$ cat src/rtl/float_mul_frac_iter.sv
// Iterative significand multiplier: radix-2^BPC shift-add producing the exact
// 48-bit product, with the FP side-band fields carried alongside.
module float_mul_frac_iter #(
  parameter int BPC = 4
) (
  input  logic        clk,
  input  logic        rst_n,
  input  logic        in_valid,
  output logic        in_ready,
  input  logic [1:0]  a_rm,
  input  logic        a_sign,
  input  logic        a_is_inf_nan,
  input  logic [9:0]  a_exp10,
  input  logic [22:0] a_inf_nan_frac,
  input  logic [23:0] a_a_frac24,
  input  logic [23:0] a_b_frac24,
  output logic        out_valid,
  input  logic        out_ready,
  output logic [1:0]  n_rm,
  output logic        n_sign,
  output logic        n_is_inf_nan,
  output logic [9:0]  n_exp10,
  output logic [22:0] n_inf_nan_frac,
  output logic [47:0] n_frac48
);

  localparam int NCYC = 24 / BPC;
  localparam int CW   = $clog2(NCYC + 1);

  typedef enum logic [1:0] {IDLE, RUN, DONE} state_t;

  state_t          state, state_nxt;
  logic [47:0]     acc, mcand, acc_sum;
  logic [23:0]     mplier;
  logic [CW-1:0]   count;
  logic            accept, short_c, last;

  // One radix-2^BPC digit times the shifted multiplicand.
  function automatic logic [47:0] partial(input logic [47:0] m, input logic [BPC-1:0] d);
    return m * {{(48-BPC){1'b0}}, d};
  endfunction

  assign accept  = in_valid & in_ready;
  assign short_c = a_is_inf_nan | (a_a_frac24 == 24'd0) | (a_b_frac24 == 24'd0);
  assign last    = (count == CW'(NCYC - 1));
  assign acc_sum = acc + partial(mcand, mplier[BPC-1:0]);

  always_ff @(posedge clk or negedge rst_n) begin
    if (!rst_n) state <= IDLE;
    else        state <= state_nxt;
  end

  always_comb begin
    state_nxt = state;
    case (state)
      IDLE: if (in_valid) state_nxt = short_c ? DONE : RUN;
      RUN:  if (last) state_nxt = DONE;
      DONE: if (out_ready) begin
        if (in_valid) state_nxt = short_c ? DONE : RUN;
        else          state_nxt = IDLE;
      end
      default: state_nxt = IDLE;
    endcase
  end

  always_comb begin
    in_ready  = (state == IDLE) | ((state == DONE) & out_ready);
    out_valid = (state == DONE);
  end

  always_ff @(posedge clk or negedge rst_n) begin
    if (!rst_n) begin
      n_rm           <= '0;
      n_sign         <= 1'b0;
      n_is_inf_nan   <= 1'b0;
      n_exp10        <= '0;
      n_inf_nan_frac <= '0;
      n_frac48       <= '0;
      acc            <= '0;
      mcand          <= '0;
      mplier         <= '0;
      count          <= '0;
    end else if (accept) begin
      n_rm           <= a_rm;
      n_sign         <= a_sign;
      n_is_inf_nan   <= a_is_inf_nan;
      n_exp10        <= a_exp10;
      n_inf_nan_frac <= a_inf_nan_frac;
      mcand          <= {24'd0, a_a_frac24};
      mplier         <= a_b_frac24;
      acc            <= '0;
      count          <= '0;
      if (short_c) n_frac48 <= '0;
    end else if (state == RUN) begin
      acc    <= acc_sum;
      mcand  <= mcand << BPC;
      mplier <= mplier >> BPC;
      count  <= count + CW'(1);
      if (last) n_frac48 <= acc_sum;
    end
  end

endmodule

$ cat config.mk
export PLATFORM = sky130hd
export DESIGN_NAME = float_mul_frac_iter
export DESIGN_NICKNAME = d
export VERILOG_FILES = /design/src/rtl/float_mul_frac_iter.sv
export SDC_FILE = /design/constraint.sdc
export NUM_CORES = 1
export LEC_CHECK = 0
export BUFFER_PORTS_ARGS = -buffer_cell sky130_fd_sc_hd__buf_2
export CAP_MARGIN = 20
export CORE_MARGIN = 10
export CORE_UTILIZATION = 55
export CTS_BUF_LIST = sky130_fd_sc_hd__clkbuf_8
export DETAILED_ROUTE_END_ITERATION = 8
export PLACE_DENSITY_LB_ADDON = 0.12
export SLEW_MARGIN = 25
export SYNTH_ARGS = -nofsm -noshare
export SYNTH_HDL_FRONTEND = slang
export SYNTH_SLANG_ARGS = --single-unit
export TNS_END_PERCENT = 100
$ cat constraint.sdc
create_clock -name clk -period 6.6 [get_ports clk]
set_clock_uncertainty 0.1 [all_clocks]
set_input_delay 0.33 -clock clk [delete_from_list [all_inputs] [get_ports clk]]
set_output_delay 0.33 -clock clk [all_outputs]
set_load 0.05 [all_outputs]
After elaboration in Yosys (flattened, before gate mapping)
Cells that the tools add are included.

Logic and storage cells: 51. Flip-flop bits (word level): 210.

Equality and inequality tests: 7. Multiply operators: 1. Bitwise operators: 5. Multiplexer cells: 18. Reduce and logical (&&, ||, !) cells: 7. $add $sub $neg: 2.

Operators with widths (number): 2-to-1 mux 48 bit (8); adder 48 bit (1); logical NOT 24 bit (2); multiplier 48 x 4 -> 48 bit (1); 2-to-1 mux 24 bit (2); 2-to-1 mux 2 bit (5); 2-to-1 mux 3 bit (2); case mux 2 bit (3 select lines) (1); AND reduction 3 bit (2); inequality test 2 x 1 -> 1 bit (second input constant) (2); inequality test 2 bit (second input constant) (2); nonzero test 2 bit (2); adder 3 x 1 -> 3 bit (second input constant) (1); == test 3 bit (second input constant) (1); OR 1 bit (3); AND 1 bit (2); == test 2 x 1 -> 1 bit (second input constant) (1); == test 2 bit (second input constant) (1); logical NOT 2 bit (1).

Logic depth before layout (Yosys ltp)
Gate-level depths: netlist of the first run.

Depth in word-level cells: 7. Mapped depth: 20. Gate-level depth less buffers: 18.

Worst setup path before layout of the first run
No wires, ideal clock.

Kind: reg2reg. From: register mplier[2]. To: register acc[45]. Stages on the path, launching flop included: 21. Slack: 1.670 ns. Arrival time: 4.761 ns. Period minus slack after synthesis: 4.930 ns. Path through: dfrtp_1 clkbuf_1 clkbuf_1 and2_1 fa_1 fa_1 inv_1 fa_1 inv_1 ha_1 buf_6 a21o_1 a21o_1 o41a_1 a221oi_2 nand2_2 o22ai_4 o31a_4 o21ai_2 or3_1 nand3_1.

Cells in the longest elaborated chain, start to end: 4.

RTL lines: from (decl) (line 34) `logic [23:0] mplier;`; from (signal assigned) (line 90) `mplier <= a_b_frac24;`; from (signal assigned) (line 97) `mplier <= mplier >> BPC;`; multiplier 48 x 4 -> 48 bit (line 40) `return m * {{(48-BPC){1'b0}}, d};`; adder 48 bit (line 46) `assign acc_sum = acc + partial(mcand, mplier[BPC-1:0]);`; 2-to-1 mux 48 bit (line 94) `end else if (state == RUN) begin`; 2-to-1 mux 48 bit (line 83) `end else if (accept) begin`; to (signal assigned) (line 95) `acc <= acc_sum;`; to (decl) (line 33) `logic [47:0] acc, mcand, acc_sum;`.

No other way between the ends. The select of a mux whose other input is x is not followed. A chain may end at the register's enable or synchronous reset.

Worst setup path in the final report of the first run
From: register mplier[2]. To: register n_frac48[42].

Cells in the longest elaborated chain, start to end: 5.

RTL lines: multiplier 48 x 4 -> 48 bit (line 40); adder 48 bit (line 46); 2-to-1 mux 48 bit (line 99) `if (last) n_frac48 <= acc_sum;`; 2-to-1 mux 48 bit (line 94); 2-to-1 mux 48 bit (line 83); to (signal assigned) (line 99); to (decl) (line 24) `output logic [47:0] n_frac48`.

No other way between the ends. The select of a mux whose other input is x is not followed.

==> impl_metrics.ini, run 1 <==
[status]
status = finished, final reports clean

[sta]
rsz0062_at_grt = no
slew_viol_final = 0
setup_viol = 0
min_period_ns = 5.63
fmax_ghz = 0.178
hold_viol = 0
tightest_slew_ns = 1.05
fin_crit_sh = 0.853
timing.final.ws_setup_ns = 0.973
setup-tns-final_ns = 0
maxSlewHeadroom = 0.302

[run]
max_cap_viol_count = 0

[global_route]
track_usage = 0.245
grt_pass1_wl_mm = 72.2
grt_pass1_vias = 13600
grt_overflow = 0
antenna_found_initial = 0
grt_max_degree = 93

[critical_path]
cp_data_arrival_time_ns = 5.97
worstPathBufferInverterCount = 2
cp_cell_sequence = and2_1, fa_1, fa_1, inv_1, fa_1, inv_1, ha_1, nand3_1, nor4_1, nand2_1, o211a_1, o31ai_2, a211o_1, a21oi_1, xnor2_1, a22o_1
cpMaxStageDelayCell = dfrtp_2
crit_required_ns = 6.94
path_common_cell = fa_1
start_kind = register
path_class = register to register
path_max_fanout = 47
slowest_delay_ns = 0.82
crit_path_end_kind = register
r2r_slack_ns = 0.97
path_delay_family = adder cells

[detailed_routing]
drc = 0
drt_wl_total_mm = 43.1
num_vias = 13100
met3_length_mm = 3.03
firstDrtPassIters = 6
met2_length_mm = 20.3
drt_iter0_drc = 999
wl_per_cell_um = 17.9
top_layer = met4
routed_via_density = 5.46
final_antenna_net_count = 0
wl_met1_mm = 18.6

[yosys]
synth_area_leaders = dfrtp_1 34%, fa_1 17%, nand2_1 9.2%
yosysTopAreaCell = dfrtp_1
synth_top_area_frac = 0.337
synthFlopType = dfrtp_1
yosysUniqueCellTypes = 57
syn-cell-area_sq_mm = 0.0156
synth_edf_count = 0
ys_seq_area_frac = 0.337
syn_inst = 1783
synthArstFlopShare = 1.00
yosysWarnings = 0
syn-num-nets = 2059
avgSynthCellArea_sq_um = 8.75
synth_seq_cells = 210

[clock_network]
clkTransAtPathRegs_ns = 0.06
htreeDepth = 2
clk_latency_ns = 0.56
cts_tree = yes
cts.sinks = 210
cts_made_buffers = 38
cts_setup_buffers = 0
cts-root-buf = clkbuf_8
clk_path_buf_depth = 3

[placed_design]
dp_hpwl_mm = 29.6
portBuffers = 175
gp_congestion = 0.908
dpl_worst_slack_ns = 1.09

[floorplan]
num_io_pins = 176
die_w_um = 188
core.rowCount = 61
core_sq_mm = 0.0279
dieArea_sq_mm = 0.0355
start_util = 0.560
die_y_um = 188

[finish]
nFillCells = 2239
area_growth_pct = 18.4
antenna_cells = 0
drive_gt1_frac = 0.132
final_nets = 2279

[min_path]
holdCritPathClass = primary input to async pin
flip-flops by register name, summed over array words and instances, names as in the netlist:
register / flops
n_inf_nan_frac: 23
n_rm: 2
n_exp10: 10
mplier: 24
state: 2
acc: 48
n_sign: 1
n_is_inf_nan: 1
n_frac48: 48
count: 3
mcand: 48
metrics by stage:
stage,hold WS [ns],instance area [sq um],instances,util
after floorplan,-0.0656,15600,1783,-
after detailed placement,0.238,16700,2254,0.600
after CTS,0.232,18500,2407,0.663
after global routing,0.270,18500,2407,0.663
after global placement,0.242,16700,2254,0.600
final,0.259,18500,2407,0.663
cells in the mapped netlist (all sizes together) (4+ instances only):
master	n
a211oi	8
a21o	30
a21oi	86
a22o	38
a22oi	24
a31oi	21
and2	173
and3	5
buf	10
clkbuf	82
dfrtp	210
fa	134
ha	53
inv	226
nand2	384
nand2b	4
nand3	22
nand4	10
nor2	61
nor2b	7
nor3	8
nor4	14
o21a	4
o21ai	63
o21bai	6
o31a	4
o31ai	13
or3	5
xnor2	25
xor2	24
worst register-to-register path, delay by kind of cell (launching register included):
| family | cells | cell delay, ns |
|---|---|---|
| compound gates | 5 | 1.39 |
| xor+xnor | 1 | 0.16 |
| fa+ha+maj | 4 | 1.84 |
| buf+inv | 2 | 0.09 |
| flops | 1 | 0.82 |
| simple gates | 4 | 1.13 |
cells by family (layout without fill, tap and decap cells):
family,count (synthesis),in the layout,synth area share
DFF,210,210,0.337
and+or+nand+nor,699,699,0.207
adders and majority gates,187,187,0.214
AOI/OAI and AO/OA,319,319,0.136
xor gates and xnor gates,49,49,0.0275
muxes,1,1,0.000641
buffers and inverters,318,564,0.0771
path summary, 6_finish.rpt:
| check | end | start | depth (start not counted) |
|---|---|---|---|
| min | n_inf_nan_frac[15] | rst_n | 2 |
| max in group asynchronous | n_frac48[2] | rst_n | 3 |
| min in group clk | n_inf_nan_frac[4] | n_inf_nan_frac[4] | 2 |
| max reg2reg | n_frac48[42] | mplier[2] | 16 |
| min reg2reg | n_inf_nan_frac[4] | n_inf_nan_frac[4] | 2 |
| max | n_frac48[42] | mplier[2] | 16 |
cell usage in the layout, fill, tap and decap left out, types with 3 or more instances in the layout:
master,count
dlygate4sd3_1,87
nand4_1,10
or3_1,5
xnor2_1,25
buf_2,174
nand2b_1,3
nand2_1,382
bufinv_16,3
inv_1,232
fa_1,134
a211oi_1,8
dfrtp_1,207
buf_4,10
clkinv_2,3
o21bai_1,5
ha_1,53
nor4_1,14
a31oi_1,21
a22oi_1,24
clkbuf_8,51
o21ai_0,59
a21oi_1,86
xor2_1,24
dfrtp_2,3
a21o_1,30
and4_1,3
o31a_1,3
and3_1,5
nand3_1,22
a22o_1,38
nor2_1,59
nor2b_1,6
and2_1,172
o31ai_1,12
nor3_1,8
o21a_1,4
layer usage:
metal  vias up  global-route usage
li1       6145                   -
met1      6476               0.321
met2       437               0.400
met3        89              0.0515
met4         0              0.0784
met5         -                   0
layout make-up:
cell class,count,area (sq um),share of cell area
inverter,226,848,0.0459
clock inverter,15,171,0.00928
sequential,210,5260,0.285
timing repair buffer,272,1830,0.0992
tap,378,473,0.0256
clock buffer,51,702,0.0380
multi-input combinational,1255,9190,0.497
repair_timing:
item,CTS,global route
hold endpoints to repair,158,0
gates resized for setup,0,0
hold buffers,87,0
Power of run 1 is not shown: default switching activity piles up to over one toggle a cycle in this logic, so the estimate is an artifact.
==> inputs of run 2 (changes only) <==
==> constraint.sdc (replaced) <==
create_clock -name clk -period 5.2 [get_ports clk]
set_clock_uncertainty 0.1 [all_clocks]
set_input_delay 0.26 -clock clk [delete_from_list [all_inputs] [get_ports clk]]
set_output_delay 0.26 -clock clk [all_outputs]
set_load 0.05 [all_outputs]
==> impl_metrics.ini, run 2 (synthesis gave the netlist of run 1 again) <==
[status]
status = finished, final reports clean

[clock_network]
clk_latency_ns = 0.55
cts_tree = yes
cts.sinks = 210
htreeDepth = 2
clkTransAtPathRegs_ns = 0.06
cts_made_buffers = 37
clk_path_buf_depth = 3
cts-root-buf = clkbuf_8

[sta]
maxSlewHeadroom = 0.344
min_period_ns = 5.04
setup_viol = 0
tightest_slew_ns = 0.984
slew_viol_final = 0
fin_crit_sh = 0.969
hold_viol = 0
timing.final.ws_setup_ns = 0.159
fmax_ghz = 0.198

[global_route]
grt_pass1_vias = 14000
track_usage = 0.247
grt_overflow = 0
grt_pass1_wl_mm = 73.0
antenna_found_initial = 1
grt_max_degree = 123

[detailed_routing]
final_antenna_net_count = 0
firstDrtPassIters = 6
wl_per_cell_um = 17.8
num_vias = 13200
drt_wl_total_mm = 43.3
drc = 0
drt_iter0_drc = 1009
routed_via_density = 5.43

[finish]
layout_common_cells = 382 x nand2_1, 236 x inv_1, 206 x dfrtp_1, 175 x buf_2, 172 x and2_1
area_growth_pct = 20.3
layout_commonest_cell = nand2_1
largestRegisters = acc x48, mcand x48, n_frac48 x48
drive_gt1_frac = 0.153
final_nets = 2309
final_cell_area_sq_mm = 0.0188

[floorplan]
dieArea_sq_mm = 0.0355
core.rowCount = 61
die_w_um = 188
start_util = 0.560
num_io_pins = 176
die_y_um = 188
core_sq_mm = 0.0279

[min_path]
holdCritPathClass = primary input to async pin

[run]
max_cap_viol_count = 0

[critical_path]
cpMaxStageDelayCell = fa_1
path_max_fanout = 8
path_common_cell = fa_1
cp_data_arrival_time_ns = 5.36
crit_required_ns = 5.52
worstPathBufferInverterCount = 3
slowest_delay_ns = 0.49
path_class = register to register
start_kind = register
crit_path_end_kind = register
path_delay_family = compound AO/OA/AOI/OAI gates
cp_cell_sequence = buf_2, and2_1, fa_1, fa_1, inv_1, fa_1, inv_1, ha_1, a21o_1, a21o_1, o41a_1, a221oi_2, nand2_2, o22ai_4, o21bai_2, a31oi_2, xnor2_1, a22o_1

[placed_design]
dp_hpwl_mm = 29.9
portBuffers = 175
dpl_worst_slack_ns = -0.181
placed_area_sq_mm = 0.0169
gp_congestion = 0.950
[run 2: cell count changes in the layout (fill, tap and decap cells not counted), sizes merged]
cell    before  now
buf        185  213
bufinv       3    1
clkbuf      51   47
clkinv       4    5
diode        0    1
inv        234  238
[run 2: layer usage]
layer | up-vias | GRT usage | routed length [um]
met2 | 446 | 0.406 | 20700
li1 | 6205 | - | -
met3 | 71 | 0.0471 | 2930
met5 | - | 0 | 0
met1 | 6491 | 0.330 | 18800
met4 | 0 | 0.0589 | 891
[run 2: stage by stage]
stage	TNS, ns	util	hold WS (ns)	std cells
after floorplan	0	-	-0.136	1783
after global placement	-0.0867	0.606	0.314	2275
after detailed placement	-0.580	0.606	0.323	2275
after CTS	0	0.664	0.313	2424
after global routing	-0.0302	0.674	0.0867	2435
final	0	0.674	0.0763	2435
[run 2: what timing repair did]
action	CTS	global route
pin swaps	0	7
endpoints found under the hold margin	206	0
resized for setup	4	36
setup buffers	0	9
endpoints found under the setup margin	13	21
hold buffers	87	0
[run 2: final timing paths]
path | from | to | slack, ns | depth (start not counted)
setup / recovery | mplier[1] | n_frac48[47] | 0.16 | 18
hold / removal | rst_n | n_inf_nan_frac[14] | 0.08 | 2
setup reg to reg | mplier[1] | n_frac48[47] | 0.16 | 18
hold reg to reg | n_exp10[8] | n_exp10[8] | 0.37 | 2
max in group asynchronous | rst_n | acc[37] | 3.99 | 3
min in group clk | a_inf_nan_frac[22] | n_inf_nan_frac[22] | 0.35 | 4
[run 2: cell type report]
class                           instances  area [sq um]
Tap cell                              378           473
Fill cell                            2276          9090
Antenna cell                            1          2.50
Clock buffer                           44           606
Sequential cell                       210          5260
Timing Repair Buffer                  303          2100
Clock inverter                         18           124
Inverter                              226           848
Multi-Input combinational cell       1255          9360
[run 2: worst reg2reg max path, stage by stage, from the launching register on]
cell and delay (ns):
dfrtp_2 0.45, buf_2 0.19, and2_1 0.17, fa_1 0.49
fa_1 0.49, inv_1 0.05, fa_1 0.47, inv_1 0.05
ha_1 0.28, a21o_1 0.17, a21o_1 0.19, o41a_1 0.44
a221oi_2 0.29, nand2_2 0.12, o22ai_4 0.29, o21bai_2 0.13
a31oi_2 0.23, xnor2_1 0.12, a22o_1 0.19
Power of run 2 is left out for the same reason.
